`src/rtl/irq_controller_pkg.sv`:
```
// Shared register map, vector encoding and FSM state type for the interrupt controller.
package irq_controller_pkg;

  localparam logic [63:0] OFF_PENDING = 64'h00;
  localparam logic [63:0] OFF_ENABLE  = 64'h08;
  localparam logic [63:0] OFF_CLAIM   = 64'h10;

  localparam int unsigned VEC_NONE = 0;

  typedef enum logic [1:0] {
    IDLE         = 2'd0,
    PRESENT      = 2'd1,
    WAIT_RELEASE = 2'd2
  } irq_state_e;

endpackage

```
`src/rtl/irq_sync_edge.sv`:
```
// Two-flop synchronizer with rising-edge detection for a vector of asynchronous requests.
module irq_sync_edge #(
  parameter int W = 1
) (
  input  logic         clk,
  input  logic         reset,
  input  logic [W-1:0] din,
  output logic [W-1:0] sync,
  output logic [W-1:0] rise
);

  logic [W-1:0] meta_q;
  logic [W-1:0] sync_q;
  logic [W-1:0] prev_q;
  logic [1:0]   warm_q;

  always_ff @(posedge clk or posedge reset) begin
    if (reset) begin
      meta_q <= '0;
      sync_q <= '0;
      prev_q <= '0;
      warm_q <= 2'd0;
    end else begin
      meta_q <= din;
      sync_q <= meta_q;
      prev_q <= sync_q;
      if (warm_q != 2'd3) warm_q <= warm_q + 2'd1;
    end
  end

  // A level already high at reset release must not look like an edge, so
  // detection stays off until the history register holds a real sample.
  assign sync = sync_q;
  assign rise = sync_q & ~prev_q & {W{warm_q == 2'd3}};

endmodule

```
`src/rtl/irq_controller.sv`:
```
// Memory-mapped interrupt controller: pending/enable registers, fixed priority and a
// present/acknowledge handshake toward the CPU.
module irq_controller
  import irq_controller_pkg::*;
#(
  parameter int                 NUM_SRC   = 8,
  parameter int                 VEC_W     = 4,
  parameter logic [NUM_SRC-1:0] EDGE_MODE = '1,
  parameter logic [63:0]        BASE      = 64'h0
) (
  input  logic               clk,
  input  logic               reset,
  input  logic [NUM_SRC-1:0] irq_src,
  input  logic [63:0]        bus_address,
  input  logic [63:0]        bus_write_data,
  input  logic               bus_write_enable,
  input  logic               bus_read_enable,
  output logic [63:0]        bus_read_data,
  output logic [VEC_W-1:0]   interrupt_vector,
  input  logic               interrupt_ack
);

  localparam logic [63:0]      ADDR_PENDING = BASE + OFF_PENDING;
  localparam logic [63:0]      ADDR_ENABLE  = BASE + OFF_ENABLE;
  localparam logic [63:0]      ADDR_CLAIM   = BASE + OFF_CLAIM;
  localparam logic [VEC_W-1:0] VEC_IDLE     = VEC_W'(VEC_NONE);

  logic [NUM_SRC-1:0] src_sync;
  logic [NUM_SRC-1:0] src_rise;
  logic [NUM_SRC-1:0] pending;
  logic [NUM_SRC-1:0] enable;
  logic [NUM_SRC-1:0] active;
  logic [NUM_SRC-1:0] w1c_mask;
  logic [NUM_SRC-1:0] ack_mask;
  logic [NUM_SRC-1:0] lat_oh;
  logic [VEC_W-1:0]   cand_idx;
  logic               cand_vld;
  logic [VEC_W-1:0]   vec_d;
  logic [63:0]        rd_d;
  irq_state_e         state_q;
  irq_state_e         state_d;
  logic               wdata_unused;

  assign wdata_unused = ^bus_write_data[63:NUM_SRC];

  irq_sync_edge #(
    .W (NUM_SRC)
  ) u_sync_edge (
    .clk   (clk),
    .reset (reset),
    .din   (irq_src),
    .sync  (src_sync),
    .rise  (src_rise)
  );

  assign w1c_mask = (bus_write_enable && (bus_address == ADDR_PENDING))
                    ? bus_write_data[NUM_SRC-1:0] : '0;

  // Edge bits: a new edge beats any clear in the same cycle. Level bits follow the input.
  always_ff @(posedge clk or posedge reset) begin
    if (reset) begin
      pending <= '0;
      enable  <= '0;
    end else begin
      pending <= (EDGE_MODE & ((pending & ~(w1c_mask | ack_mask)) | src_rise))
               | (~EDGE_MODE & src_sync);
      if (bus_write_enable && (bus_address == ADDR_ENABLE))
        enable <= bus_write_data[NUM_SRC-1:0];
    end
  end

  always_comb begin
    rd_d = '0;
    if (bus_address == ADDR_PENDING)      rd_d[NUM_SRC-1:0] = pending;
    else if (bus_address == ADDR_ENABLE)  rd_d[NUM_SRC-1:0] = enable;
    else if (bus_address == ADDR_CLAIM)   rd_d[VEC_W-1:0]   = interrupt_vector;
  end

  always_ff @(posedge clk or posedge reset) begin
    if (reset)                bus_read_data <= '0;
    else if (bus_read_enable) bus_read_data <= rd_d;
  end

  assign active = pending & enable;

  always_comb begin
    cand_vld = 1'b0;
    cand_idx = '0;
    for (int i = NUM_SRC - 1; i >= 0; i--) begin
      if (active[i]) begin
        cand_vld = 1'b1;
        cand_idx = VEC_W'(i);
      end
    end
  end

  // While presenting, the vector register itself identifies the latched source.
  assign lat_oh = NUM_SRC'(1) << (interrupt_vector - VEC_W'(1));

  always_ff @(posedge clk or posedge reset) begin
    if (reset) begin
      state_q          <= IDLE;
      interrupt_vector <= VEC_IDLE;
    end else begin
      state_q          <= state_d;
      interrupt_vector <= vec_d;
    end
  end

  always_comb begin
    state_d  = state_q;
    vec_d    = interrupt_vector;
    ack_mask = '0;
    unique case (state_q)
      IDLE: begin
        if (cand_vld) begin
          vec_d   = cand_idx + VEC_W'(1);
          state_d = PRESENT;
        end
      end
      PRESENT: begin
        if (interrupt_ack) begin
          ack_mask = EDGE_MODE & lat_oh;
          vec_d    = VEC_IDLE;
          state_d  = WAIT_RELEASE;
        end else if (~|(enable & lat_oh)) begin
          vec_d   = VEC_IDLE;
          state_d = IDLE;
        end
      end
      WAIT_RELEASE: begin
        if (!interrupt_ack) state_d = IDLE;
      end
      default: begin
        vec_d   = VEC_IDLE;
        state_d = IDLE;
      end
    endcase
  end

endmodule

```
`config.mk`:
```
export PLATFORM = sky130hd
export DESIGN_NAME = irq_controller
export DESIGN_NICKNAME = d
export VERILOG_FILES = /design/src/rtl/irq_controller_pkg.sv /design/src/rtl/irq_sync_edge.sv /design/src/rtl/irq_controller.sv
export SDC_FILE = /design/constraint.sdc
export NUM_CORES = 1
export LEC_CHECK = 0
export BUFFER_PORTS_ARGS = -buffer_cell sky130_fd_sc_hd__buf_2
export CORE_ASPECT_RATIO = 0.7
export CORE_UTILIZATION = 42
export CTS_BUF_LIST = sky130_fd_sc_hd__clkbuf_8
export DETAILED_ROUTE_END_ITERATION = 6
export HOLD_SLACK_MARGIN = 0.05
export PLACE_DENSITY_LB_ADDON = 0.15
export SYNTH_ARGS = -nofsm -noshare
export SYNTH_HDL_FRONTEND = slang
export SYNTH_SLANG_ARGS = --single-unit
```
`constraint.sdc`:
```
create_clock -name clk -period 2.4 [get_ports clk]
set_clock_uncertainty 0.15 [all_clocks]
set_input_delay 0.24 -clock clk [delete_from_list [all_inputs] [get_ports clk]]
set_output_delay 0.24 -clock clk [all_outputs]
set_load 0.02 [all_outputs]
```
# Word level (Yosys, flattened, before mapping)
# Cells that the tools add are included.
dict set report word_totals {
  register_bits 56
  inputBits 141
  output_inout_bits 68
  elab_cells 71
}
dict set report op_classes {
  add_sub_neg 3
  eq_ne 9
  shifts 1
  mux 32
  n_bitwise 10
  n_reduce_logical 7
}
# cell n
set ops {}
lappend ops {{$eq A64 B4 Y1 const B} 1}
lappend ops {{$eq A64 B5 Y1 const B} 1}
lappend ops {{$logic_not A64 Y1} 1}
lappend ops {{$mux W4} 13}
lappend ops {{$and A8 B8 Y8} 5}
lappend ops {{$mux W8} 4}
lappend ops {{$not A8 Y8} 2}
lappend ops {{$or A8 B8 Y8} 2}
lappend ops {{$pmux W4 S3} 1}
lappend ops {{$mux W1} 8}
lappend ops {{$mux W2} 4}
lappend ops {{$reduce_or A8 Y1} 1}
lappend ops {{$shl A1 B4 Y8 const A} 1}
lappend ops {{$ne A2 B2 Y1 const B} 3}
lappend ops {{$pmux W2 S3} 1}
lappend ops {{$reduce_and A3 Y1} 2}
lappend ops {{$add A4 B1 Y4 const B} 1}
lappend ops {{$eq A2 B2 Y1 const B} 2}
lappend ops {{$sub A4 B1 Y4 const B} 1}
lappend ops {{$mux W3} 1}
lappend ops {{$ne A3 B3 Y1 const B} 1}
lappend ops {{$add A2 B1 Y2 const B} 1}
lappend ops {{$eq A2 B1 Y1 const B} 1}
lappend ops {{$logic_and A1 B1 Y1} 2}
lappend ops {{other kinds (2)} 2}

# Logic depth before layout (Yosys ltp)
dict set report logic_depth {
  ltp_word 12
  mapped_depth 8
  ltp_nobuf 8
}

# By module
# Synthesis repeated with hierarchy kept, for this count alone.
dict set report unflattened {
  cells_unflattened 285
  area_unflattened_um2 3030.4
}
# module instances cells_each area_per_inst_um2 seq_area_each_um2
set by_module_without_submodules {}
lappend by_module_without_submodules {irq_controller 1 246 2255.9 750.7}
lappend by_module_without_submodules {irq_sync_edge 1 39 774.5 650.6}

# Worst setup path before layout
# Ideal clock, no wire load.
dict set report synth_timing {
  path_kind {register to register}
  startpoint {register interrupt_vector[0]}
  endpoint {register interrupt_vector[2]}
  setup_ps 125
  t_arrival_ps 2070
  required_time_ps 2125
  path_slack_ps 56
  path_stages_with_launch 7
  path_buffers 1
  period_less_slack_ps 2344
  cell_sequence {dfrtp_1 -> clkbuf_1 -> mux2_2 -> and3_1 -> o211a_1 -> a211oi_2 -> mux2_2}
}
dict set report synth_between {
  elab_chain_len 6
}
# item line
set synth_lines {}
lappend synth_lines {{from (decl)} irq_controller.sv:19} ;# output logic [VEC_W-1:0] interrupt_vector,
lappend synth_lines {{from (signal assigned)} irq_controller.sv:106} ;# interrupt_vector <= vec_d;
lappend synth_lines {{$sub A4 B1 Y4} irq_controller.sv:98} ;# assign lat_oh = NUM_SRC'(1) << (interrupt_vector - VEC_W'(1));
lappend synth_lines {{$shl A1 B4 Y8} irq_controller.sv:98}
lappend synth_lines {{$and A8 B8 Y8} irq_controller.sv:126} ;# end else if (~|(enable & lat_oh)) begin
lappend synth_lines {{$reduce_or A8 Y1} irq_controller.sv:126}
lappend synth_lines {{$ne A3 B3 Y1 (no source line)} --}
lappend synth_lines {{$reduce_and A3 Y1 (no source line)} --}
# No other way between the ends.
# A chain may end at the register's enable or synchronous reset.

# Final worst setup path
# Ends and elaborated chain as after synthesis.

==> results.sh <==
export IMPL_finalWorstPathRequiredPeriod_ns=2.165
export IMPL_critical_path_max_stage_delay_ns=0.41
export IMPL_finalWeightedCongestion=0.8764
export IMPL_mostFrequentLayoutCells="96 x buf_2, 56 x conb_1, 56 x dfrtp_1"
export IMPL_pin_count_of_the_biggest_net_entering_global_routing=35
export IMPL_cp_end_kind="register"
export IMPL_post_cts_setup_buffers=0
export IMPL_netlist_area_um2=2923
export IMPL_outcome="finished, final reports clean"
export IMPL_tritoncts="yes"
export IMPL_fmaxAchievable_mhz=461.9
export IMPL_detail_route_antenna_nets=0
export IMPL_fin_hold_ws_ns=0.08453
export IMPL_timing_max_transition_violations_final=0
export IMPL_postSynth_asyncResetShare_pct=100.0
export IMPL_worst_ir_drop_vdd_mv=0.3182
export IMPL_cts_resized_gates=0
export IMPL_port_buffers=96
export IMPL_first_global_vias=2278
export IMPL_cp_top_family="multiplexers"
export IMPL_globalRoute_totalOverflow=0
export IMPL_coreArea_um2=6725
export IMPL_unique_masters_post_synth=42
export IMPL_drc=0
export IMPL_worst_r2r_path_depth=5
export IMPL_floorplan_initialDensity_pct=43.46
export IMPL_ys_warn_count=0
export IMPL_final_net_count=543
export IMPL_grt_setup_unrepaired="false"
export IMPL_seq_area_frac_synth_pct=47.95
export IMPL_avgRoutedWirePerCell_um=13.87
export IMPL_finalPower_mw=1.728
export IMPL_timing_hold_worst_class="in -> reg"
export IMPL_antenna_found_initial=0
export IMPL_syn_inst=278
export IMPL_tightestPinTransition_ns=0.5065
export IMPL_vias=2344
export IMPL_gr_util_all_layers_pct=20.56
export IMPL_maxCapViolations=0
export IMPL_wire_length_of_the_first_global_routing_pass_mm=11.54
export IMPL_grt_met2_usage_pct=30.78
export IMPL_gr_usage_met3_pct=3.805
export IMPL_first_iter_violations=120
export IMPL_ff2ff_setup_slack_ns=0.23
export IMPL_setup_violations_final=0
export IMPL_design_die_area_um2=7302
export IMPL_ys_flop_type="dfrtp_1"
export IMPL_synth_edf_count=0
export IMPL_final_util_pct=53.90
export IMPL_route_final_wire_length_mm=6.868
export IMPL_crit_reg2reg_capture="interrupt_vector[2]"
export IMPL_timing_critical_path_slowest_stage_cell="dfrtp_1"
export IMPL_crit_reg2reg_launch="interrupt_vector[0]"
export IMPL_critical_path_most_common_cell="mux2_2"
export IMPL_fp_dieW_um=101.7
export IMPL_min_path_cells=2
export IMPL_commonest_non_fill_non_tap_cell_in_the_layout="buf_2"
export IMPL_crit_path_start_kind="register"
export IMPL_cts_htree_levels=2
export IMPL_area_growth_synth_to_final_pct=24.02
export IMPL_num_antenna_cells=0
export IMPL_core_rowCount=25
export IMPL_grt_util_met1_pct=31.00
export IMPL_worst_hold_startpoint="bus_read_enable"
export IMPL_worst_skew_late_latency_ns=0.31
export IMPL_critical_path_cell_chain="mux2_2 > and3_1 > o211a_1 > a211oi_2 > mux2_2"
export IMPL_whs_endpoint="bus_read_data[4]"
export IMPL_cts_root_buf="clkbuf_8"
export IMPL_dr_pass1_iters=4
export IMPL_cts_hold_repair_buffers=18
export IMPL_postSynthRegisterBits=56
export IMPL_drive_above_1_share_pct=33.67
export IMPL_die_h_um=71.80
export IMPL_required_time_of_the_critical_path_ns=2.46
export IMPL_clock_sinks=56
export IMPL_power_density_nw_per_um2=476.8
export IMPL_avgViaCountPerCell=4.735
export IMPL_cts_made_buffers=5
export IMPL_clk_pin_slew_worst_paths_ns=0.11
export IMPL_worst_path_max_fanout=4
export IMPL_pin_count=209
export IMPL_p_leak_nw=1.814
export IMPL_timing_hold_violations_final=0
export IMPL_most_crowded_layer_after_global_routing="met1"
export IMPL_critPathArrivalTime_ns=2.23
export IMPL_ctsLongestPathBuffers=2
export IMPL_path_type_of_the_worst_setup_path="reg -> reg"
export IMPL_layout_worst_path_cycle_share_pct=90.22
export IMPL_timing_max_slew_rel_slack_pct=66.18
export IMPL_place_detailed_hpwl_mm=5.350
export IMPL_worst_path_buffer_plus_inverter_count=0
export IMPL_finalSetupTns_ns=0
export IMPL_average_size_of_a_mapped_cell_um2=10.51
[synthesized netlist by cell type, drive strengths merged, types with 3 or more instances]
| cell type | instances | area share, % |
|---|---|---|
| a21oi | 8 | 1.4 |
| a22oi | 3 | 0.77 |
| a31o | 8 | 2.4 |
| a31oi | 10 | 2.1 |
| and3 | 3 | 0.64 |
| buf | 58 | 15 |
| clkbuf | 5 | 0.64 |
| dfrtp | 56 | 48 |
| inv | 22 | 2.8 |
| mux2 | 11 | 4.2 |
| mux2i | 9 | 3.1 |
| nand2 | 8 | 1.0 |
| nand3 | 4 | 0.68 |
| nand4 | 4 | 0.86 |
| nor2 | 8 | 1.0 |
| nor2b | 3 | 0.64 |
| nor4 | 16 | 3.9 |
| o21ai | 7 | 1.2 |
| o22ai | 7 | 1.5 |
| o32ai | 4 | 1.2 |
[through the flow]
step           area (µm²)  std cells  worst slack, ns
2_1_floorplan        3129        333          0.05574
3_3_place_gp         3353        469           0.1940
3_5_place_dp         3353        469           0.1388
4_1_cts              3625        495           0.2557
5_1_grt              3625        495           0.1696
6_report             3625        495           0.2348
[routing by layer]
layer / wire length [µm] / share of wire (%) / up-vias
met5: 0 / 0 / -
met4: 41 / 0.60 / 0
met3: 337 / 4.9 / 6
met2: 3025 / 44 / 78
met1: 3463 / 50 / 1134
li1: - / - / 1126
[kinds of logic after synthesis]
kind of cell	after synthesis	synth area share [%]
AND/OR/NAND/NOR	54	10.83
other	1	0.1283
AO/OA/AOI/OAI	58	13.96
multiplexers	20	7.320
buffers and inverters	85	18.36
XOR/XNOR	2	0.5994
adder cells (fa/ha/maj)	2	0.8560
flip-flops	56	47.95
[layout make-up]
type | instances | area [µm²]
fillers | 647 | 3100
clock buffers | 5 | 68.82
repair buffers | 123 | 740.7
well taps | 94 | 117.6
clock inverters | 3 | 22.52
flip-flops and latches | 56 | 1401
multi-input cells | 192 | 1191
inverters | 22 | 82.58
[flip-flops by register name (all words and copies together), names as in the netlist]
signal              cells
interrupt_vector        4
u_sync_edge.sync        8
enable                  8
pending                 8
u_sync_edge.warm_q      2
u_sync_edge.prev_q      8
u_sync_edge.meta_q      8
bus_read_data           8
state_q                 2
[how the worst max path moves through the flow]
stage | start | endpoint | slack [ns] | cells after the start
floorplan | interrupt_vector[0] | interrupt_vector[2] | 0.06 | 6
global placement | bus_address[42] | enable[1] | 0.19 | 7
CTS | interrupt_vector[0] | interrupt_vector[2] | 0.26 | 5
detailed placement | bus_address[36] | bus_read_data[6] | 0.14 | 7
finish | interrupt_vector[0] | interrupt_vector[2] | 0.23 | 5
global route | interrupt_vector[0] | interrupt_vector[2] | 0.17 | 5
[worst register-to-register path: stages, from the launching register on]
cell and delay, ns:
dfrtp_1 0.41, mux2_2 0.35, and3_1 0.18, o211a_1 0.25
a211oi_2 0.36, mux2_2 0.38
[power breakdown]
group | switching (mW) | internal, mW | total (mW) | leakage (nW)
logic | 0.143 | 0.0835 | 0.227 | 1.09
registers | 0.00658 | 0.963 | 0.970 | 0.675
clock network | 0.322 | 0.210 | 0.532 | 0.0485
total | 0.472 | 1.26 | 1.73 | 1.81
(Power assumes the default switching activity.)
